**config.mk**
```make
export PLATFORM = sky130hd
export DESIGN_NAME = fetch_prefetch_unit
export DESIGN_NICKNAME = d
export VERILOG_FILES = /design/src/rtl/fetch_prefetch_unit.sv
export SDC_FILE = /design/constraint.sdc
export NUM_CORES = 1
export LEC_CHECK = 0
export BUFFER_PORTS_ARGS = -buffer_cell sky130_fd_sc_hd__buf_2
export CAP_MARGIN = 20
export CORE_UTILIZATION = 50
export DETAILED_ROUTE_END_ITERATION = 16
export PLACE_DENSITY = 0.73
export SLEW_MARGIN = 15
export SYNTH_ARGS = -nofsm -noshare
export SYNTH_HDL_FRONTEND = slang
export SYNTH_SLANG_ARGS = --single-unit
```
**constraint.sdc**
```tcl
create_clock -name clk -period 4.25 [get_ports clk]
set_clock_uncertainty 0.15 [all_clocks]
set_input_delay 0.425 -clock clk [delete_from_list [all_inputs] [get_ports clk]]
set_output_delay 0.425 -clock clk [all_outputs]
set_load 0.005 [all_outputs]
```
**src/rtl/fetch_prefetch_unit.sv**
```systemverilog
// fetch_prefetch_unit
//   Instruction fetch front end with a small prefetch queue. Requests are
//   issued to instruction memory as long as queue space is guaranteed for
//   every response (queued + in-flight < DEPTH). Responses are pushed into
//   a shift-style queue whose entry 0 is always the head. The decode-facing
//   outputs therefore come straight from dedicated head registers. A redirect
//   flushes the queue and discards responses to requests that are still in
//   flight.
//
// Handshake: a request transfers on a rising edge where imem_req_valid and
//   imem_req_ready are both 1. Once raised, imem_req_valid/imem_req_addr stay
//   stable until that transfer. The only exception is a redirect, which
//   withdraws the request. Responses carry no ready: one word per
//   imem_rsp_valid cycle, in request order.
//
// Ports
//   clk, reset          : clock, synchronous active-low reset
//   imem_req_*          : fetch request (valid/ready/addr)
//   imem_rsp_*          : fetch response (valid/data)
//   stall_f             : decode holds the current head
//   redirect_valid/_pc  : taken branch/jump and its target
//   instr_f, pc_f,
//   pcplus4_f,
//   instr_valid_f       : queue head (NOP when empty)
//   queue_count         : occupied queue entries
//   dbg_state           : FSM state (0 = FETCH, 1 = DRAIN)
module fetch_prefetch_unit #(
  parameter int          DEPTH    = 4,
  parameter logic [31:0] RESET_PC = 32'h0000_0000
) (
  input  logic                     clk,
  input  logic                     reset,
  output logic                     imem_req_valid,
  input  logic                     imem_req_ready,
  output logic [31:0]              imem_req_addr,
  input  logic                     imem_rsp_valid,
  input  logic [31:0]              imem_rsp_data,
  input  logic                     stall_f,
  input  logic                     redirect_valid,
  input  logic [31:0]              redirect_pc,
  output logic [31:0]              instr_f,
  output logic [31:0]              pc_f,
  output logic [31:0]              pcplus4_f,
  output logic                     instr_valid_f,
  output logic [$clog2(DEPTH):0]   queue_count,
  output logic                     dbg_state
);

  localparam int          CNT_W = $clog2(DEPTH) + 1;
  localparam logic [31:0] NOP   = 32'h0000_0013;

  typedef enum logic {
    ST_FETCH = 1'b0,
    ST_DRAIN = 1'b1
  } state_t;

  state_t             r_state;
  state_t             w_state_nxt;
  logic [31:0]        r_fetch_pc;
  logic [31:0]        r_rsp_pc;
  logic [CNT_W-1:0]   r_count;
  logic [CNT_W-1:0]   r_outstanding;
  logic [CNT_W-1:0]   r_discard_cnt;
  logic [CNT_W-1:0]   w_discard_nxt;
  logic [31:0]        r_q_data [DEPTH];
  logic [31:0]        r_q_pc   [DEPTH];

  logic               w_accept;
  logic               w_rsp;
  logic               w_push;
  logic               w_pop;
  logic [CNT_W:0]     w_credit_sum;
  logic [CNT_W-1:0]   w_push_idx;
  logic [DEPTH-1:0]   w_wr_en;

  // A response only counts if something is actually in flight; stray
  // responses (e.g. to requests abandoned by reset) are ignored.
  assign w_accept     = imem_req_valid & imem_req_ready;
  assign w_rsp        = imem_rsp_valid & (r_outstanding != '0);
  assign w_push       = w_rsp & ~redirect_valid & (r_state == ST_FETCH);
  assign w_pop        = (r_count != '0) & ~stall_f & ~redirect_valid;
  assign w_credit_sum = {1'b0, r_count} + {1'b0, r_outstanding};

  // Queue + in-flight can only grow through an accepted request, so once
  // valid is raised it cannot fall again before acceptance (except redirect).
  assign imem_req_valid = reset & ~redirect_valid & (w_credit_sum < (CNT_W+1)'(DEPTH));
  assign imem_req_addr  = r_fetch_pc;

  // Head lives in entry 0; when popping, the tail slot moves down by one.
  assign w_push_idx = w_pop ? (r_count - CNT_W'(1)) : r_count;

  always_comb begin
    w_wr_en = '0;
    for (int i = 0; i < DEPTH; i++) begin
      w_wr_en[i] = w_push && (w_push_idx == CNT_W'(i));
    end
  end

  // FSM next state and discard counter.
  always_comb begin
    w_state_nxt   = r_state;
    w_discard_nxt = r_discard_cnt;
    if (redirect_valid) begin
      // A response arriving in the redirect cycle is itself stale and is
      // consumed here, so it is not counted again.
      w_discard_nxt = r_outstanding - CNT_W'(w_rsp);
      w_state_nxt   = (w_discard_nxt != '0) ? ST_DRAIN : ST_FETCH;
    end else if ((r_state == ST_DRAIN) && w_rsp) begin
      w_discard_nxt = r_discard_cnt - CNT_W'(1);
      if (w_discard_nxt == '0) begin
        w_state_nxt = ST_FETCH;
      end
    end
  end

  always_ff @(posedge clk) begin
    if (!reset) begin
      r_state       <= ST_FETCH;
      r_discard_cnt <= '0;
      r_fetch_pc    <= RESET_PC;
      r_rsp_pc      <= RESET_PC;
      r_count       <= '0;
      r_outstanding <= '0;
    end else begin
      r_state       <= w_state_nxt;
      r_discard_cnt <= w_discard_nxt;
      r_outstanding <= r_outstanding + CNT_W'(w_accept) - CNT_W'(w_rsp);

      if (redirect_valid) begin
        r_fetch_pc <= redirect_pc;
        r_rsp_pc   <= redirect_pc;
        r_count    <= '0;
      end else begin
        if (w_accept) r_fetch_pc <= r_fetch_pc + 32'd4;
        if (w_push)   r_rsp_pc   <= r_rsp_pc + 32'd4;
        r_count <= r_count + CNT_W'(w_push) - CNT_W'(w_pop);
      end
    end
  end

  // Queue storage needs no reset: occupancy is tracked by r_count.
  always_ff @(posedge clk) begin
    if (w_pop) begin
      for (int i = 0; i < DEPTH - 1; i++) begin
        r_q_data[i] <= r_q_data[i+1];
        r_q_pc[i]   <= r_q_pc[i+1];
      end
    end
    for (int i = 0; i < DEPTH; i++) begin
      if (w_wr_en[i]) begin
        r_q_data[i] <= imem_rsp_data;
        r_q_pc[i]   <= r_rsp_pc;
      end
    end
  end

  // When empty, pc_f shows the PC the next pushed instruction will carry.
  assign instr_valid_f = (r_count != '0);
  assign instr_f       = instr_valid_f ? r_q_data[0] : NOP;
  assign pc_f          = instr_valid_f ? r_q_pc[0]   : r_rsp_pc;
  assign pcplus4_f     = pc_f + 32'd4;
  assign queue_count   = r_count;
  assign dbg_state     = r_state;

endmodule

```
After elaboration in Yosys (flattened, before gate mapping)
Memory sizes are Yosys's and may differ from the RTL's.
Index checks and enable logic that the tools add are counted.
Word-level totals
  bits in registers: 74
  bits in latches: 0
  memory bits (writable): 256
  bits in read-only memories: 0
  output and inout port bits: 134
  memories: 2
Memories
  r_q_data: depth 4, bits a word 32, read ports 4, clocked after Yosys merged registers in 0, wr ports 4, line 65  | logic [31:0] r_q_data [DEPTH];
  r_q_pc: depth 4, bits a word 32, read ports 4, clocked after Yosys merged registers in 0, wr ports 4, line 66  | logic [31:0] r_q_pc [DEPTH];
Operators by class
  add/sub/neg operators: 11
  multiply operators: 0
  div/mod/pow operators: 0
  magnitude comparators: 1
  equality and inequality tests: 3
  shifts and indexed selects: 0
  mux-type cells: 29
  bitwise logic cells: 18
  reductions and logical operators: 16
Operators with widths (count)
  $mux W32: 12
  $add A32 B3 Y32 const B: 3
  $mux W1: 14
  $mux W3: 3
  $reduce_bool A3 Y1: 3
  $sub A3 B1 Y3: 3
  $and A1 B1 Y1: 8
  $reduce_bool A2 Y1: 4
  $add A3 B1 Y3: 2
  $eq A3 B2 Y1 const B: 2
  $logic_not A3 Y1: 2
  $or A1 B1 Y1: 6
  $sub A3 B1 Y3 const B: 2
  $logic_and A1 B1 Y1: 5
  $add A3 B3 Y4: 1
  $lt A4 B3 Y1 const B: 1
  $not A1 Y1: 4
  $eq A3 B1 Y1 const B: 1
  $reduce_and A2 Y1: 1
  $reduce_or A2 Y1: 1

Longest topological paths before layout
  depth after elaboration: 9
  mapped depth: 14
  gate-level depth less buffers: 13

Worst setup path after synthesis
No wires, ideal clock.
  kind: reg2reg
  from: reg r_count[0] (netlist: queue_count[0])
  to: mem r_q_data[3][0] (enable)
  arrival time: 4.063 ns
  data required time: 3.614 ns
  path slack: -0.449 ns
  stages on the path, launching flop included: 9
  path buffers: 1
  cells stage by stage: dfxtp_1 > inv_1 > ha_1 > nand2b_4 > buf_6 > nand2_4 > o21ai_0 > nand2_1 > nor2_1
RTL lines
  from (decl): line 61  | logic [CNT_W-1:0] r_count;
  from (signal assigned): line 136  | r_count <= r_count + CNT_W'(w_push) - CNT_W'(w_pop);
  to (decl): line 65

Worst setup path after layout
  from: reg r_count[0] (netlist: queue_count[0])
  to: out pcplus4_f[31]
Between the ends
  longest elaborated chain between the ends: 3
RTL lines
  $reduce_bool A3 Y1: line 158  | assign instr_valid_f = (r_count != '0);
  $mux W32: line 160  | assign pc_f = instr_valid_f ? r_q_pc[0] : r_rsp_pc;
  $add A32 B3 Y32: line 161  | assign pcplus4_f = pc_f + 32'd4;
  to (decl): line 43  | output logic [31:0] pcplus4_f,
Every way passes these cells.

==> flow_metrics.py <==
metrics = {
    "timing": {
        "slew_violations": 0,
        "post-route-min-period_ps": 4080,
        "max_freq_mhz": 245,
        "hold_viol": 0,
        "tightest_slew_ps": 950,
        "fin_crit_sh_pct": 96.0,
        "relSlewSlack_pct": 36.7,
        "setup_violations": 0,
    },
    "worst_hold_path": {
        "whs_path_depth": 3,
        "hold_class": "in -> reg",
    },
    "yosys": {
        "avgSynthCellArea_um2": 13.2,
        "seq_area_frac_synth_pct": 58.9,
        "synth_fp_nets": 1267,
        "syn_inst": 1180,
        "synth_top_area_share_pct": 49.4,
        "synth_edf_count": 256,
        "async_reset_ff_share_pct": 0,
        "yosys-top-cells-count": "edfxtp_1 (256), mux2_2 (164), dfxtp_1 (74)",
        "netlist_area_um2": 15600,
        "yosys.area.top_type": "edfxtp_1",
        "ys.warnings.count": 0,
        "synth_cell_types": 61,
        "ys.flop_type": "edfxtp_1",
        "yosysMostFrequentCell": "edfxtp_1",
        "ys_seq_elements": 330,
        "synth.area.top_cells": "edfxtp_1 (49%), mux2_2 (12%), dfxtp_1 (9.5%)",
    },
    "clocking": {
        "htree_num_levels": 2,
        "cts.clk_slew.worst_paths_ps": 60,
        "clock_latency_ps": 520,
        "cts_tree": "done",
        "cts_num_sinks": 330,
        "cts_buffer_depth": 3,
        "numCtsBuffers": 36,
        "clockRootBuffer": "clkbuf_16",
    },
    "place": {
        "placedCellCount": 1735,
        "gp_congestion": 0.920,
        "dpl_cell_area_um2": 17000,
        "dp_hpwl_um": 22100,
        "portBuffers": 203,
    },
    "worst_setup_path": {
        "worstSetupEndpointType": "output pin",
        "crit_path_start_kind": "flop",
        "cp.arrival_ps": 3500,
        "path_max_fanout": 12,
        "required_ps": 3670,
        "rr_worst_depth": 9,
        "path_class": "reg -> out",
    },
    "power_and_ir_drop": {
        "power.leakage_nw": 7.18,
        "p_per_area_nw_per_um2": 437,
        "ir_worst_vdd_uv": 322,
        "p_total_w": 0.00815,
    },
    "routing": {
        "wire_per_inst_um": 18.5,
        "drtIter0Drc": 720,
        "drtPass1Iterations": 5,
        "dr_total_vias": 10200,
        "antenna_left": 0,
        "viasPerCell": 5.52,
        "drc_errors": 0,
        "wirelength_um": 34100,
    },
    "floorplanning": {
        "die_area_um2": 31800,
        "die_h_um": 178,
        "die_w_um": 178,
        "core_um2": 30600,
        "initial_core_util_pct": 50.9,
        "pin_count": 204,
        "core.rowCount": 64,
    },
    "flow_run": {
        "cap_violations": 0,
    },
    "global_routing": {
        "grt.overflow.total": 0,
        "grt_max_degree": 65,
        "grt_pass1_vias": 9828,
        "antenna_found_initial": 1,
        "grt_pass1_wl_um": 52500,
        "grt.total_usage_pct": 21.3,
    },
    "layout": {
        "layout.nets": 1504,
        "fin_cells": 1840,
        "stdcell_area_um2": 18600,
        "drive_above_1_share_pct": 36.6,
        "area_growth_pct": 19.8,
        "diodes": 0,
    },
    "outcome": {
        "run_status": "completed",
    },
}
==> worst max-delay path: stages (launching register included) <==
cell	delay [ps]
dfxtp_1	480
inv_1	150
ha_1	310
nand2b_4	210
mux2_2	400
nor3_1	320
or4b_4	610
nor3_2	220
xor2_1	150
buf_2	120
==> final timing paths <==
path	from	end	slack (ps)
worst max-delay path	queue_count[0]$_SDFF_PP0_	pcplus4_f[31]	170
worst min-delay path	redirect_pc[24]	imem_req_addr[24]$_SDFFE_PN0P_	30
worst max register to register	queue_count[0]$_SDFF_PP0_	r_q_data[1][0]$_DFFE_PP_	440
worst min register to register	imem_req_addr[1]$_SDFFE_PN0P_	imem_req_addr[1]$_SDFFE_PN0P_	310
==> cell usage in the layout (no fill, tap or decap), types with 4 or more instances in the layout <==
cell type,instances
and3_1,7
and2_1,36
bufinv_16,6
mux2_4,49
buf_4,27
mux2_2,164
xor2_1,27
inv_1,41
buf_12,6
ha_1,15
edfxtp_1,256
mux2i_1,23
dfxtp_1,74
a31oi_1,6
or2_2,4
nor4_1,7
nor2_1,56
nor3_1,18
buf_2,203
xnor2_1,46
nand4_1,23
a21oi_1,66
nand3_1,32
dlygate4sd3_1,32
clkbuf_1,7
clkbuf_16,36
nand2b_1,7
clkinv_1,6
nand2_1,61
o21ai_0,37
clkinv_2,4
==> flip-flops by register name (all words and copies together) (netlist names) <==
register,flops
dbg_state,1
imem_req_addr,32
queue_count,3
r_discard_cnt,3
r_outstanding,3
r_q_data,128
r_q_pc,128
r_rsp_pc,32
==> power by group <==
group / internal, W / switching [W]
sequential: 0.00368 / 0.000128
clock: 0.00196 / 0.00126
combinational: 0.000533 / 0.000592
==> metrics by stage <==
step | TNS [ps] | util [%] | worst slack [ps] | hold slack (ps)
after global routing | -192 | 60.9 | -84.7 | 20.8
final | 0 | 60.9 | 172 | 27.1
after global placement | 0 | 55.6 | 585 | 292
after detailed placement | 0 | 55.6 | 357 | 298
after CTS | 0 | 60.7 | 25.7 | 4.25
after floorplan | 0 | - | 141 | 253
==> cells by family (layout without fill, tap and decap cells) <==
logic type,count (synthesis),count (layout),synth area share [%]
flops,330,330,58.9
buf+inv,113,376,3.38
xor+xnor,73,73,4.11
mux,238,238,18.3
fa+ha+maj,17,17,1.46
compound gates,129,129,4.61
simple gates,280,281,9.24
==> per-layer routing <==
metal	global-route usage [%]	up-vias	wire length [um]
met4	6.78	0	828
li1	-	4810	-
met2	34.5	351	16300
met3	3.28	66	2060
met5	0	-	0
met1	29.5	4927	15000
==> layout make-up <==
cell class,count,area (um^2)
Sequential cell,330,9170
Clock inverter,21,282
Tap cell,396,495
Fill cell,2374,12000
Multi-Input combinational cell,738,5920
Inverter,43,161
Clock buffer,44,941
Timing Repair Buffer,268,1660
==> timing repair <==
action,4_1_cts,5_1_grt
setup endpoints to repair,5,8
hold buffers,32,0
gates resized for setup,0,3
endpoints found under the hold margin,32,0
cloned,1,0
setup buffers,0,7
No activity file was read; power rests on OpenSTA's default activity.
